**src/rtl/xaui_link_pkg.sv**
```systemverilog
// ---------------------------------------------------------------------------
// xaui_link_pkg
// Shared definitions for the XAUI link bring-up sequencer:
//   - link_state_e : 3-bit FSM state encoding (IDLE..BACKOFF = 0..7), also
//                    presented on the xaui_link_ctrl "state" output.
//   - bit positions inside the 8-bit XAUI core status vector.
//   - max_int      : elaboration-time helper for sizing counters.
// ---------------------------------------------------------------------------
package xaui_link_pkg;

    typedef enum logic [2:0] {
        IDLE       = 3'd0,
        RST_TX     = 3'd1,
        RST_RX     = 3'd2,
        WAIT_SYNC  = 3'd3,
        WAIT_ALIGN = 3'd4,
        QUALIFY    = 3'd5,
        UP         = 3'd6,
        BACKOFF    = 3'd7
    } link_state_e;

    // xaui_status bit positions
    localparam int TX_FAULT = 0;
    localparam int RX_FAULT = 1;
    localparam int SYNC_LO  = 2;   // lane sync occupies [SYNC_LO +: 4]
    localparam int ALIGN    = 6;
    localparam int RX_LINK  = 7;

    function automatic int max_int(input int a, input int b);
        return (a > b) ? a : b;
    endfunction

endpackage

```
**src/rtl/xaui_link_ctrl_sat_counter.sv**
```systemverilog
// ---------------------------------------------------------------------------
// sat_counter
// Up-counter that sticks at SAT_MAX instead of wrapping. clear has priority
// over a simultaneous inc.
// Ports:
//   clk      in   clock
//   reset_n  in   asynchronous active-low reset (count -> 0)
//   clear    in   synchronous clear
//   inc      in   increment request
//   count    out  WIDTH-bit registered count
// ---------------------------------------------------------------------------
module sat_counter #(
    parameter int               WIDTH   = 8,
    parameter logic [WIDTH-1:0] SAT_MAX = {WIDTH{1'b1}}
) (
    input  logic             clk,
    input  logic             reset_n,
    input  logic             clear,
    input  logic             inc,
    output logic [WIDTH-1:0] count
);

    always_ff @(posedge clk or negedge reset_n) begin
        if (!reset_n) begin
            count <= '0;
        end else if (clear) begin
            count <= '0;
        end else if (inc && (count != SAT_MAX)) begin
            count <= count + WIDTH'(1);
        end
    end

endmodule

```
**src/rtl/xaui_link_ctrl.sv**
```systemverilog
// ---------------------------------------------------------------------------
// xaui_link_ctrl
// Link bring-up and recovery sequencer for one 4-lane XAUI PHY. Drives the
// MGT TX/RX resets, waits for CDR lock, lane sync and alignment, qualifies
// the link over QUAL_CYCLES consecutive good-status cycles, and retries with
// exponential backoff when the bring-up window times out.
//
// Optional build macro: XAUI_LINK_CTRL_STATS_EN adds stats_clear,
// drop_count and timeout_count (16-bit saturating).
//
// Ports:
//   clk               in   user clock shared with the XAUI core
//   reset_n           in   asynchronous active-low reset
//   enable            in   0 forces IDLE (all resets asserted)
//   force_retrain     in   pulse: restart at RST_TX (ignored in IDLE)
//   xaui_status[7:0]  in   core status (faults, lane sync, align, rx link)
//   mgt_rxlock[3:0]   in   per-lane CDR lock
//   mgt_tx_reset[3:0] out  per-lane TX reset
//   mgt_rx_reset[3:0] out  per-lane RX reset
//   cfg_status_reset  out  core reset-link/reset-fault config bits
//   link_up           out  qualified link good
//   state[2:0]        out  current FSM state
//   retry_count[7:0]  out  timeouts since last link-up (saturating)
//   link_drop         out  one-cycle pulse when leaving UP
//   stats_clear       in   (STATS_EN) zero both stats counters
//   drop_count[15:0]  out  (STATS_EN) number of UP exits
//   timeout_count[15:0] out (STATS_EN) number of bring-up timeouts
// ---------------------------------------------------------------------------
module xaui_link_ctrl
    import xaui_link_pkg::*;
#(
    parameter int RST_CYCLES   = 16,
    parameter int TIMEOUT_BITS = 20,
    parameter int QUAL_CYCLES  = 1024,
    parameter int BACKOFF_MAX  = 4
) (
    input  logic       clk,
    input  logic       reset_n,
    input  logic       enable,
    input  logic       force_retrain,
    input  logic [7:0] xaui_status,
    input  logic [3:0] mgt_rxlock,
    output logic [3:0] mgt_tx_reset,
    output logic [3:0] mgt_rx_reset,
    output logic       cfg_status_reset,
    output logic       link_up,
    output logic [2:0] state,
    output logic [7:0] retry_count,
    output logic       link_drop
`ifdef XAUI_LINK_CTRL_STATS_EN
    ,
    input  logic        stats_clear,
    output logic [15:0] drop_count,
    output logic [15:0] timeout_count
`endif
);

    // One phase counter is shared by RST_TX, RST_RX hold, QUALIFY and
    // BACKOFF, so it is sized for the largest of them (the longest backoff).
    localparam int BO_BASE = TIMEOUT_BITS - 8;
    localparam int CNT_W   = max_int(max_int($clog2(QUAL_CYCLES + 1), $clog2(RST_CYCLES + 1)),
                                     BO_BASE + BACKOFF_MAX + 1);
    localparam int EXP_W   = max_int(1, $clog2(BACKOFF_MAX + 1));

    localparam logic [CNT_W-1:0]        RST_LAST  = CNT_W'(RST_CYCLES - 1);
    localparam logic [CNT_W-1:0]        RST_HOLD  = CNT_W'(RST_CYCLES);
    localparam logic [CNT_W-1:0]        QUAL_LAST = CNT_W'(QUAL_CYCLES - 1);
    localparam logic [EXP_W-1:0]        EXP_MAX   = EXP_W'(BACKOFF_MAX);
    // The timeout counter starts at 0 on RST_RX entry, so the window of
    // 2^TIMEOUT_BITS-1 cycles ends when it reads all-ones minus one.
    localparam logic [TIMEOUT_BITS-1:0] TO_LAST   = {{(TIMEOUT_BITS-1){1'b1}}, 1'b0};

    link_state_e             state_q, state_nxt;
    logic [CNT_W-1:0]        cnt_q, cnt_nxt;
    logic [TIMEOUT_BITS-1:0] to_cnt_q, to_cnt_nxt;
    logic [EXP_W-1:0]        bo_exp_q, bo_exp_nxt;
    logic [CNT_W-1:0]        bo_last;

    logic good_status;
    logic timed_cur;
    logic timed_nxt;
    logic to_expired;
    logic to_taken;
    logic bo_done;
    logic leave_up;
    logic retrain_req;
    logic unused_rx_link;

    logic [3:0] tx_reset_nxt, rx_reset_nxt;
    logic       cfg_reset_nxt, link_up_nxt, link_drop_nxt;

    assign unused_rx_link = xaui_status[RX_LINK];

    assign good_status = (xaui_status[SYNC_LO +: 5] == 5'h1F) &&
                         !xaui_status[TX_FAULT] && !xaui_status[RX_FAULT];

    assign timed_cur  = state_q inside {RST_RX, WAIT_SYNC, WAIT_ALIGN, QUALIFY};
    assign to_expired = timed_cur && (to_cnt_q == TO_LAST);
    assign bo_last    = (CNT_W'(1) << (BO_BASE + int'(bo_exp_q))) - CNT_W'(1);
    assign retrain_req = enable && force_retrain && (state_q != IDLE);

    always_ff @(posedge clk or negedge reset_n) begin
        if (!reset_n) begin
            state_q          <= IDLE;
            cnt_q            <= '0;
            to_cnt_q         <= '0;
            bo_exp_q         <= '0;
            mgt_tx_reset     <= 4'hF;
            mgt_rx_reset     <= 4'hF;
            cfg_status_reset <= 1'b1;
            link_up          <= 1'b0;
            link_drop        <= 1'b0;
        end else begin
            state_q          <= state_nxt;
            cnt_q            <= cnt_nxt;
            to_cnt_q         <= to_cnt_nxt;
            bo_exp_q         <= bo_exp_nxt;
            mgt_tx_reset     <= tx_reset_nxt;
            mgt_rx_reset     <= rx_reset_nxt;
            cfg_status_reset <= cfg_reset_nxt;
            link_up          <= link_up_nxt;
            link_drop        <= link_drop_nxt;
        end
    end

    always_comb begin
        state_nxt = state_q;
        cnt_nxt   = cnt_q;
        to_taken  = 1'b0;
        bo_done   = 1'b0;

        if (!enable) begin
            state_nxt = IDLE;
        end else if (force_retrain && (state_q != IDLE)) begin
            state_nxt = RST_TX;
        end else if (to_expired) begin
            state_nxt = BACKOFF;
            to_taken  = 1'b1;
        end else begin
            unique case (state_q)
                IDLE: state_nxt = RST_TX;
                RST_TX: begin
                    if (cnt_q == RST_LAST) state_nxt = RST_RX;
                    else                   cnt_nxt   = cnt_q + CNT_W'(1);
                end
                RST_RX: begin
                    // Hold period only accumulates while all lanes stay locked.
                    if (mgt_rxlock != 4'hF)     cnt_nxt   = '0;
                    else if (cnt_q == RST_HOLD) state_nxt = WAIT_SYNC;
                    else                        cnt_nxt   = cnt_q + CNT_W'(1);
                end
                WAIT_SYNC: begin
                    if (xaui_status[SYNC_LO +: 4] == 4'hF) state_nxt = WAIT_ALIGN;
                end
                WAIT_ALIGN: begin
                    if (xaui_status[ALIGN]) state_nxt = QUALIFY;
                end
                QUALIFY: begin
                    if (!good_status)            cnt_nxt   = '0;
                    else if (cnt_q == QUAL_LAST) state_nxt = UP;
                    else                         cnt_nxt   = cnt_q + CNT_W'(1);
                end
                UP: begin
                    if (!good_status) state_nxt = RST_TX;
                end
                BACKOFF: begin
                    if (cnt_q == bo_last) begin
                        state_nxt = RST_TX;
                        bo_done   = 1'b1;
                    end else begin
                        cnt_nxt = cnt_q + CNT_W'(1);
                    end
                end
                default: state_nxt = IDLE;
            endcase
        end

        // Every phase starts counting from zero; a retrain inside RST_TX
        // does not change state but must still restart the pulse.
        if ((state_nxt != state_q) || retrain_req) begin
            cnt_nxt = '0;
        end
    end

    // Timeout window spans RST_RX..QUALIFY without restarting between them.
    assign timed_nxt  = state_nxt inside {RST_RX, WAIT_SYNC, WAIT_ALIGN, QUALIFY};
    assign to_cnt_nxt = (timed_cur && timed_nxt) ? to_cnt_q + TIMEOUT_BITS'(1) : '0;

    always_comb begin
        bo_exp_nxt = bo_exp_q;
        if (state_nxt == UP) begin
            bo_exp_nxt = '0;
        end else if (bo_done && (bo_exp_q != EXP_MAX)) begin
            bo_exp_nxt = bo_exp_q + EXP_W'(1);
        end
    end

    // Outputs are registered from the next state so they line up with state.
    assign leave_up = (state_q == UP) && (state_nxt != UP);

    always_comb begin
        tx_reset_nxt  = {4{state_nxt inside {IDLE, RST_TX, BACKOFF}}};
        rx_reset_nxt  = {4{state_nxt inside {IDLE, RST_TX, RST_RX, BACKOFF}}};
        cfg_reset_nxt = (state_nxt inside {IDLE, RST_TX, BACKOFF}) ||
                        ((state_nxt == QUALIFY) && (state_q != QUALIFY));
        link_up_nxt   = (state_nxt == UP);
        link_drop_nxt = leave_up;
    end

    assign state = state_q;

    sat_counter #(.WIDTH(8)) u_retry_cnt (
        .clk     (clk),
        .reset_n (reset_n),
        .clear   (state_nxt == UP),
        .inc     (to_taken),
        .count   (retry_count)
    );

`ifdef XAUI_LINK_CTRL_STATS_EN
    sat_counter #(.WIDTH(16)) u_drop_cnt (
        .clk     (clk),
        .reset_n (reset_n),
        .clear   (stats_clear),
        .inc     (leave_up),
        .count   (drop_count)
    );

    sat_counter #(.WIDTH(16)) u_timeout_cnt (
        .clk     (clk),
        .reset_n (reset_n),
        .clear   (stats_clear),
        .inc     (to_taken),
        .count   (timeout_count)
    );
`endif

endmodule

```
**config.mk**
```make
export PLATFORM = sky130hd
export DESIGN_NAME = xaui_link_ctrl
export DESIGN_NICKNAME = d
export VERILOG_FILES = /design/src/rtl/xaui_link_pkg.sv /design/src/rtl/xaui_link_ctrl_sat_counter.sv /design/src/rtl/xaui_link_ctrl.sv
export SDC_FILE = /design/constraint.sdc
export NUM_CORES = 1
export LEC_CHECK = 0
export CORE_UTILIZATION = 60
export CTS_CLUSTER_DIAMETER = 30
export CTS_CLUSTER_SIZE = 14
export DETAILED_ROUTE_END_ITERATION = 8
export GPL_ROUTABILITY_DRIVEN = 0
export PLACE_DENSITY_LB_ADDON = 0.25
export SLEW_MARGIN = 5
export SYNTH_ARGS = -nofsm -noshare
export SYNTH_HDL_FRONTEND = slang
export SYNTH_HIERARCHICAL = 1
export SYNTH_SLANG_ARGS = --single-unit
```
**constraint.sdc**
```tcl
create_clock -name clk -period 8.8 [get_ports clk]
set_input_delay 2.2 -clock clk [delete_from_list [all_inputs] [get_ports clk]]
set_output_delay 2.2 -clock clk [all_outputs]
set_load 0.01 [all_outputs]
```
==> impl_metrics.csv, run 1 <==
group,metric,value,unit
grt,grt_overflow,0,
finish,antenna_cells,0,
sta,relSlewSlack,36.1,%
sta,fmaxAchievable,216,MHz
power,power_density,111,nW/um^2
synth,synth_cells,421,
finish,seq_area,1410,um^2
placed_design,port_buffers,36,
synth,synth_edf_count,0,
sta,rsz0062_at_grt,"false",
power,power_frac_comb,8.1,%
finish,final_area,4220,um^2
finish,areaGrowthSynthToFinish,12.1,%
sta,tns,0,ns
worst_setup_path,slowest_stage,"clkdlybuf4s50_1",
worst_setup_path,crit_type,"in -> reg",
power,pwr-share-clk,36.2,%
routing,antenna_left,0,
grt,grt_first_pass_wirelength,13600,um
power,p_total,0.469,mW
placed_design,placed_area,4110,um^2
cts,cts_buffers,5,
worst_setup_path,cp_cell_sequence,"clkdlybuf4s50_1, and4_1, a31o_2, o21ai_0, or3_1, o21ai_1, inv_1, nor3b_2, buf_4, nor2_1, mux2_2",
placed_design,dp_slack,3.86,ns
grt,grt_max_degree,57,
power,vdd_drop_max,92.0,uV
floorplanning,initial_core_util,62.8,%
worst_setup_path,crit_path_start_kind,"input port",
synth,yosys.cell_types.count,70,
cts,postCtsSetupRepairBufs,0,
synth,async_reset_ff_share,100,%
cts,clk_latency,0.31,ns
sta,post-route-period-util,52.7,%
floorplanning,coreArea,5990,um^2
power,switchingPower,0.111,mW
routing,via_count,3255,
power,p_leak,1.68,nW
cts,htree_levels,2,
worst_setup_path,crit-reg2reg-launch,"state[1]",
sta,tightest_slew,0.952,ns
sta,fin_crit,4.64,ns
flow_run,max_cap_violations,0,
routing,via_per_inst,6.24,
synth,synth_area,3760,um^2
floorplanning,die_w,81.2,um
cts,cts-root-buf,"clkbuf_8",
cts,clk_path_buf_depth,2,
floorplanning,ioPinCount,38,
cts,cts_tree,"yes",
finish,drive_above_1_share,11.0,%
finish,fill_cells,475,
power,p_seq_share,55.7,%
worst_setup_path,timing.rr.end,"u_retry_cnt/count[7]",
synth,yosys_register_bits,56,
worst_setup_path,critPathBufInv,3,
synth,syn_nets,451,
finish,final_nets,476,
routing,drt_iter0_drc,262,
cts,cts_sinks,56,
placed_design,post-place-cells,514,
finish,utilization,70.4,%
finish,multiInputGateArea,2170,um^2
grt,antenna_found_initial,0,
worst_setup_path,rrSetupSlack,5.41,ns
routing,first_pass_iters,5,
cts,hold_buffers,0,
floorplanning,die_y,81.2,um
worst_setup_path,max_stage_delay,0.47,ns
sta,skew,0.0125,ns
hold_path,hold_class,"reg -> reg",
worst_setup_path,path_delay_family,"simple AND/OR/NAND/NOR gates",
sta,slew_viol_final,0,
synth,ys.flop_type,"dfrtp_1",
synth,synth_warnings,6,
sta,setup_slack,4.16,ns
sta,hold_viol,0,
grt,grt_use_total,26.6,%
worst_setup_path,rr_worst_depth,9,
worst_setup_path,required,9.00,ns
synth,ys_seq_area_share,37.3,%
power,p_sw_share,23.7,%
cts,post_cts_resized,0,
finish,finalNonFillerCells,522,
worst_setup_path,cp.depth,11,
floorplanning,die_area,6590,um^2
grt,grt_pass1_vias,3061,
sta,setup_violations,0,
worst_setup_path,critical_path.endpoint,"u_retry_cnt/count[0]",
routing,drc_errors,0,
worst_setup_path,crit_fanout,16,
placed_design,dp_hpwl,5750,um
cts,path_clk_slew,0.10,ns
routing,wl_per_cell,15.9,um
outcome,status,"complete, no violations",
synth,synth.avg_cell_area,8.94,um^2
power,p_int,0.358,mW
worst_setup_path,worstSetupEndpointType,"flip-flop",
floorplanning,rows,28,
worst_setup_path,cp-startpoint,"xaui_status[4]",
sta,whs,0.524,ns
routing,routed_wirelength,8280,um
worst_setup_path,cp_data_arrival_time,4.83,ns
## power by group through the flow
stage / Sequential, mW / Combinational, mW / Clock (mW)
final: 0.261 / 0.0380 / 0.170
after global routing: 0.262 / 0.0418 / 0.180
after floorplan: 0.265 / 0.0212 / 0
after detailed placement: 0.266 / 0.0378 / 0
after global placement: 0.266 / 0.0370 / 0
after CTS: 0.261 / 0.0380 / 0.172
## registers in the layout, summed over array words and instances (netlist names)
register / count
mgt_tx_reset: 1
state: 3
link_up: 1
cnt_q: 17
mgt_rx_reset: 1
bo_exp_q: 3
u_retry_cnt/count: 8
to_cnt_q: 20
cfg_status_reset: 1
link_drop: 1
## routing by layer
metal	vias to the layer above	track usage (%)	part of all wire (%)	wire, um
li1	1552	-	-	-
met3	14	2.81	4.7	389
met5	-	0	0	0
met4	0	7.68	1.4	117
met2	106	47.1	49	4040
met1	1583	34.0	45	3740
## cell families after synthesis
kind of cell | count (synthesis) | share of synthesized area, %
and+or+nand+nor | 201 | 29.4
AOI/OAI and AO/OA | 71 | 14.1
DFF | 56 | 37.3
buffers and inverters | 39 | 5.05
xor gates and xnor gates | 36 | 8.38
adders and majority gates | 14 | 4.65
muxes | 4 | 1.13
## cell usage after synthesis (11+ instances only)
library cell	count	area, um^2
nand4_1	19	119
xnor2_1	14	123
a21oi_1	12	60.1
o21ai_0	11	55.1
inv_1	18	67.6
dfrtp_1	53	1330
nand3_1	25	125
nor3_1	11	55.1
ha_1	14	175
xor2_1	22	193
nand2_1	24	90.1
nor2_1	53	199
## layout make-up
type                            instances  share of cell area [%]
Sequential cell                        56                    33.3
Multi-Input combinational cell        326                    51.4
Timing Repair Buffer                   39                    8.95
Clock buffer                            6                    1.72
Inverter                               18                    1.60
Tap cell                               75                    2.22
Clock inverter                          2                   0.830
## cells in the final DEF (no fill, tap or decap), drive strengths merged, types with 14 or more instances in the layout
| master | instances |
|---|---|
| nand2 | 24 |
| xnor2 | 14 |
| a21oi | 15 |
| nand4 | 21 |
| inv | 18 |
| dfrtp | 53 |
| nand3 | 27 |
| o21ai | 15 |
| clkdlybuf4s50 | 35 |
| ha | 14 |
| xor2 | 22 |
| nor2 | 63 |
## how the worst min path moves through the flow
stage                            start      endpoint  slack [ns]  cells past startpoint
final                      to_cnt_q[0]   to_cnt_q[0]        0.52                      1
after global routing      to_cnt_q[19]  to_cnt_q[19]        0.59                      2
after CTS                  to_cnt_q[0]   to_cnt_q[0]        0.53                      1
after detailed placement   to_cnt_q[0]   to_cnt_q[0]        0.52                      1
after global placement     to_cnt_q[0]   to_cnt_q[0]        0.51                      1
after floorplan            to_cnt_q[0]   to_cnt_q[0]        0.47                      1
(Power assumes the default switching activity.)
==> run 2: changes to the inputs <==
--- a/config.mk
+++ b/config.mk
@@ -5,7 +5,7 @@
 export SDC_FILE = /design/constraint.sdc
 export NUM_CORES = 1
 export LEC_CHECK = 0
-export CORE_UTILIZATION = 60
+export CORE_UTILIZATION = 58
 export CTS_CLUSTER_DIAMETER = 30
 export CTS_CLUSTER_SIZE = 14
 export DETAILED_ROUTE_END_ITERATION = 8
==> constraint.sdc (replaced) <==
create_clock -name clk -period 4.6 [get_ports clk]
set_input_delay 1.15 -clock clk [delete_from_list [all_inputs] [get_ports clk]]
set_output_delay 1.15 -clock clk [all_outputs]
set_load 0.01 [all_outputs]
==> impl_metrics.csv, run 2 (synthesized netlist as in run 1, its figures left out) <==
group,metric,value,unit
outcome,status,"complete, no violations",
cts,clk_latency,0.31,ns
floorplanning,die_w,82.6,um
grt,grt_use_total,25.3,%
sta,fmaxAchievable,268,MHz
grt,grt_use_met2,45.1,%
grt,met1_usage,31.9,%
floorplanning,rows,28,
grt,grt_max_degree,36,
cts,hold_buffers,0,
placed_design,dp_slack,0.567,ns
finish,largest_reg_flops,20,
worst_setup_path,worstSetupEndpointType,"flip-flop",
finish,regMostFlops,"to_cnt_q",
grt,antenna_found_initial,0,
finish,final_cell_mix,"nor2_1 (53), dfrtp_1 (53), clkdlybuf4s50_1 (35)",
worst_setup_path,rr_worst_depth,11,
routing,drc_errors,0,
finish,areaGrowthSynthToFinish,11.9,%
cts,path_clk_slew,0.10,ns
worst_setup_path,crit_fanout,9,
worst_setup_path,required,4.81,ns
grt,globalRouteMet3Util,3.96,%
routing,routed_wirelength,8030,um
hold_path,hp-start,"to_cnt_q[0]",
power,vdd_drop_max,165,uV
routing,drt_iter0_drc,280,
sta,tns,0,ns
hold_path,whs_endpoint,"to_cnt_q[0]",
sta,rsz0062_at_grt,"false",
cts,htree_levels,2,
cts,cts_tree,"yes",
power,p_leak,1.67,nW
worst_setup_path,timing.rr.end,"u_retry_cnt/count[3]",
finish,final_nets,477,
worst_setup_path,rrSetupSlack,1.25,ns
floorplanning,coreArea,6100,um^2
worst_setup_path,crit_path_start_kind,"input port",
hold_path,hold_class,"reg -> reg",
finish,antenna_cells,0,
worst_setup_path,crit-reg2reg-launch,"state[1]",
worst_setup_path,cp_data_arrival_time,3.94,ns
grt,grt-busiest-layer,"met2",
floorplanning,ioPinCount,38,
floorplanning,initial_core_util,61.7,%
cts,clk_path_buf_depth,2,
grt,grt_overflow,0,
sta,skew,0.00721,ns
routing,first_pass_iters,4,
cts,post_cts_resized,0,
sta,relSlewSlack,42.8,%
floorplanning,die_area,6820,um^2
flow_run,max_cap_violations,0,
placed_design,port_buffers,36,
cts,cts-root-buf,"clkbuf_8",
worst_setup_path,crit_type,"in -> reg",
routing,wl_per_cell,15.4,um
finish,biggestRegsByFlops,"to_cnt_q: 20 flops, cnt_q: 17 flops, u_retry_cnt/count: 8 flops",
cts,cts_sinks,56,
hold_path,min_path_cells,1,
grt,grt_pass1_vias,2944,
routing,via_per_inst,6.02,
routing,via_count,3148,
sta,hold_viol,0,
sta,tightest_slew,0.859,ns
sta,setup_slack,0.871,ns
power,power_density,202,nW/um^2
sta,slew_viol_final,0,
sta,post-route-period-util,81.1,%
cts,postCtsSetupRepairBufs,0,
placed_design,dp_hpwl,5780,um
grt,grt_first_pass_wirelength,13200,um
sta,fin_crit,3.73,ns
finish,fill_cells,502,
floorplanning,die_y,82.6,um
cts,cts_buffers,5,
sta,setup_violations,0,
routing,antenna_left,0,
finish,drive_above_1_share,11.4,%
==> run 2: per-layer routing <==
| metal | wire length (um) | up-vias |
|---|---|---|
| li1 | - | 1553 |
| met1 | 3620 | 1500 |
| met2 | 3900 | 87 |
| met3 | 438 | 8 |
| met4 | 74 | 0 |
| met5 | 0 | - |
==> run 2: final cells by class <==
cell class / count / area (um^2) / area share (%)
Timing Repair Buffer: 40 / 385 / 9.15
Tap cell: 75 / 93.8 / 2.23
Inverter: 18 / 67.6 / 1.60
Clock buffer: 5 / 68.8 / 1.63
Multi-Input combinational cell: 326 / 2170 / 51.5
Sequential cell: 56 / 1410 / 33.4
Clock inverter: 3 / 23.8 / 0.564
==> run 2: per-stage QoR <==
| stage | hold WS [ns] | std cells | utilization [%] | total power [mW] | instance area, um^2 |
|---|---|---|---|---|---|
| finish | 0.523 | 523 | 69.1 | 0.852 | 4210 |
| detailed placement | 0.509 | 515 | 67.6 | 0.582 | 4120 |
| global route | 0.543 | 523 | 69.1 | 0.889 | 4210 |
| floorplan | 0.474 | 421 | - | 0.548 | 3760 |
| global placement | 0.498 | 515 | 67.6 | 0.580 | 4120 |
| CTS | 0.524 | 523 | 69.1 | 0.860 | 4210 |
==> run 2: worst max-delay path by stage <==
| stage | startpoint | endpoint | slack [ns] | depth (start not counted) |
|---|---|---|---|---|
| 3_5_place_dp | xaui_status[4] | u_retry_cnt/count[0] | 0.57 | 10 |
| 6_report | xaui_status[4] | u_retry_cnt/count[3] | 0.87 | 10 |
| 2_1_floorplan | xaui_status[4] | u_retry_cnt/count[0] | 1.23 | 10 |
| 4_1_cts | xaui_status[4] | u_retry_cnt/count[0] | 0.88 | 10 |
| 3_3_place_gp | xaui_status[4] | u_retry_cnt/count[3] | 0.64 | 10 |
| 5_1_grt | xaui_status[4] | u_retry_cnt/count[3] | 0.63 | 10 |
==> run 2: critical path, cell delays in order <==
cell             delay, ns
clkdlybuf4s50_1       0.47
and4_1                0.28
a31o_2                0.23
o21ai_0               0.12
or3_1                 0.36
o21ai_1               0.30
inv_1                 0.13
nor3b_2               0.51
nor2_1                0.10
mux2_2                0.28
==> run 2: where the power goes <==
group          switching (mW)  total, mW  internal, mW
Clock                   0.172      0.280         0.108
Sequential            0.00507      0.500         0.495
Combinational          0.0434     0.0721        0.0287
Total                   0.220      0.852         0.632
==> run 3: changes to the inputs <==
==> constraint.sdc (replaced) <==
create_clock -name clk -period 3.8 [get_ports clk]
set_input_delay 0.95 -clock clk [delete_from_list [all_inputs] [get_ports clk]]
set_output_delay 0.95 -clock clk [all_outputs]
set_load 0.01 [all_outputs]
==> impl_metrics.csv, run 3 (synthesized netlist as in run 1, its figures left out) <==
group,metric,value,unit
outcome,status,"complete, no violations",
worst_setup_path,rr_worst_depth,12,
hold_path,hp-start,"to_cnt_q[0]",
grt,grt_first_pass_wirelength,13600,um
sta,rsz0062_at_grt,"false",
sta,setup_slack,0.474,ns
grt,grt_overflow,0,
worst_setup_path,rrSetupSlack,0.72,ns
hold_path,hold_class,"reg -> reg",
sta,fin_crit,3.33,ns
placed_design,port_buffers,36,
cts,clk_path_buf_depth,2,
worst_setup_path,crit_fanout,16,
floorplanning,coreArea,6100,um^2
floorplanning,die_y,82.6,um
floorplanning,rows,28,
sta,skew,0.00547,ns
sta,relSlewSlack,44.5,%
worst_setup_path,required,4.01,ns
routing,via_count,3172,
worst_setup_path,worstSetupEndpointType,"flip-flop",
cts,path_clk_slew,0.10,ns
cts,clk_latency,0.32,ns
finish,final_nets,480,
worst_setup_path,crit_type,"in -> reg",
floorplanning,die_area,6820,um^2
routing,drt_iter0_drc,236,
power,p_total,1.10,mW
placed_design,placed_area,4140,um^2
power,power_density,258,nW/um^2
finish,utilization,69.8,%
sta,setup_violations,0,
placed_design,dp_slack,0.174,ns
floorplanning,ioPinCount,38,
power,vdd_drop_max,216,uV
worst_setup_path,path_delay_family,"simple AND/OR/NAND/NOR gates",
sta,slew_viol_final,0,
finish,biggestRegsByFlops,"to_cnt_q: 20 flops, cnt_q: 17 flops, u_retry_cnt/count: 8 flops",
sta,post-route-period-util,87.5,%
grt,grt_max_degree,39,
finish,regMostFlops,"to_cnt_q",
cts,htree_levels,2,
placed_design,dp_hpwl,5920,um
finish,drive_above_1_share,11.8,%
finish,final_cell_mix,"nor2_1 (53), dfrtp_1 (53), clkdlybuf4s50_1 (35)",
power,p_leak,1.70,nW
cts,cts-root-buf,"clkbuf_8",
worst_setup_path,max_stage_delay,0.48,ns
grt,grt_pass1_vias,2998,
worst_setup_path,cp.depth,11,
cts,hold_buffers,0,
floorplanning,die_w,82.6,um
routing,via_per_inst,6.03,
cts,postCtsSetupRepairBufs,0,
worst_setup_path,crit_path_start_kind,"input port",
routing,routed_wirelength,8250,um
grt,antenna_found_initial,0,
sta,fmaxAchievable,301,MHz
grt,grt_use_total,26.1,%
flow_run,max_cap_violations,0,
routing,drc_errors,0,
cts,cts_buffers,5,
cts,cts_tree,"yes",
finish,final_area,4250,um^2
worst_setup_path,cp_cell_sequence,"clkdlybuf4s50_1, and4_1, a31o_2, o21ai_0, or3_1, o21ai_1, inv_1, nor3b_2, buf_4, nor2b_1, mux2_2",
worst_setup_path,cp-startpoint,"xaui_status[4]",
floorplanning,initial_core_util,61.7,%
sta,tns,0,ns
worst_setup_path,critPathBufInv,3,
routing,antenna_left,0,
cts,cts_sinks,56,
sta,hold_viol,0,
worst_setup_path,crit-reg2reg-launch,"bo_exp_q[0]",
cts,post_cts_resized,0,
worst_setup_path,slowest_stage,"clkdlybuf4s50_1",
routing,wl_per_cell,15.7,um
routing,first_pass_iters,4,
finish,areaGrowthSynthToFinish,13.0,%
finish,antenna_cells,0,
finish,largest_reg_flops,20,
worst_setup_path,critical_path.endpoint,"u_retry_cnt/count[0]",
worst_setup_path,timing.rr.end,"u_retry_cnt/count[0]",
worst_setup_path,cp_data_arrival_time,3.54,ns
sta,tightest_slew,0.833,ns
-- run 3: changes by cell type in the layout (fill, tap and decap cells not counted), sizes merged --
cell	before	now
clkinv	1	0
clkbuf	5	6
inv	18	19
bufinv	0	1
buf	5	8
clkinvlp	2	0
-- run 3: worst reg2reg max path, cell delays in order, from the launching register on --
cell and delay, ns:
dfrtp_1 0.42, inv_1 0.13, ha_1 0.39, nor3_1 0.12, o31a_1 0.31, o22ai_1 0.21
a2111oi_2 0.10, o21a_1 0.23, o21ai_2 0.27, nor3b_2 0.23, buf_4 0.23, nor2b_1 0.08
mux2_2 0.25
-- run 3: how the worst min path moves through the flow --
stage                  end  depth (start not counted)
2_1_floorplan  to_cnt_q[0]                          1
3_3_place_gp   to_cnt_q[0]                          1
3_5_place_dp   to_cnt_q[0]                          1
4_1_cts        to_cnt_q[0]                          1
5_1_grt        to_cnt_q[0]                          1
6_report       to_cnt_q[0]                          1
-- run 3: per-stage QoR --
| stage | hold slack, ns | cells |
|---|---|---|
| 4_1_cts | 0.528 | 526 |
| 3_5_place_dp | 0.510 | 518 |
| 6_report | 0.535 | 526 |
| 5_1_grt | 0.551 | 526 |
| 3_3_place_gp | 0.499 | 518 |
| 2_1_floorplan | 0.474 | 421 |
-- run 3: layout make-up --
class / count / area [um^2]
sequential: 56 / 1410
timing repair buffer: 43 / 408
multi-input combinational: 326 / 2170
clock inverter: 2 / 38.8
clock buffer: 6 / 72.6
fill: 506 / 1840
tap: 75 / 93.8
inverter: 18 / 67.6
-- run 3: layer usage --
layer / routed length (um) / track usage [%]
met1: 3890 / 33.1
met4: 75 / 7.76
met2: 3940 / 45.5
met3: 336 / 4.29
met5: 0 / 0
-- run 3: power by group --
| group | internal [mW] | switching (mW) |
|---|---|---|
| sequential | 0.599 | 0.00589 |
| clock | 0.200 | 0.205 |
| combinational | 0.0365 | 0.0536 |
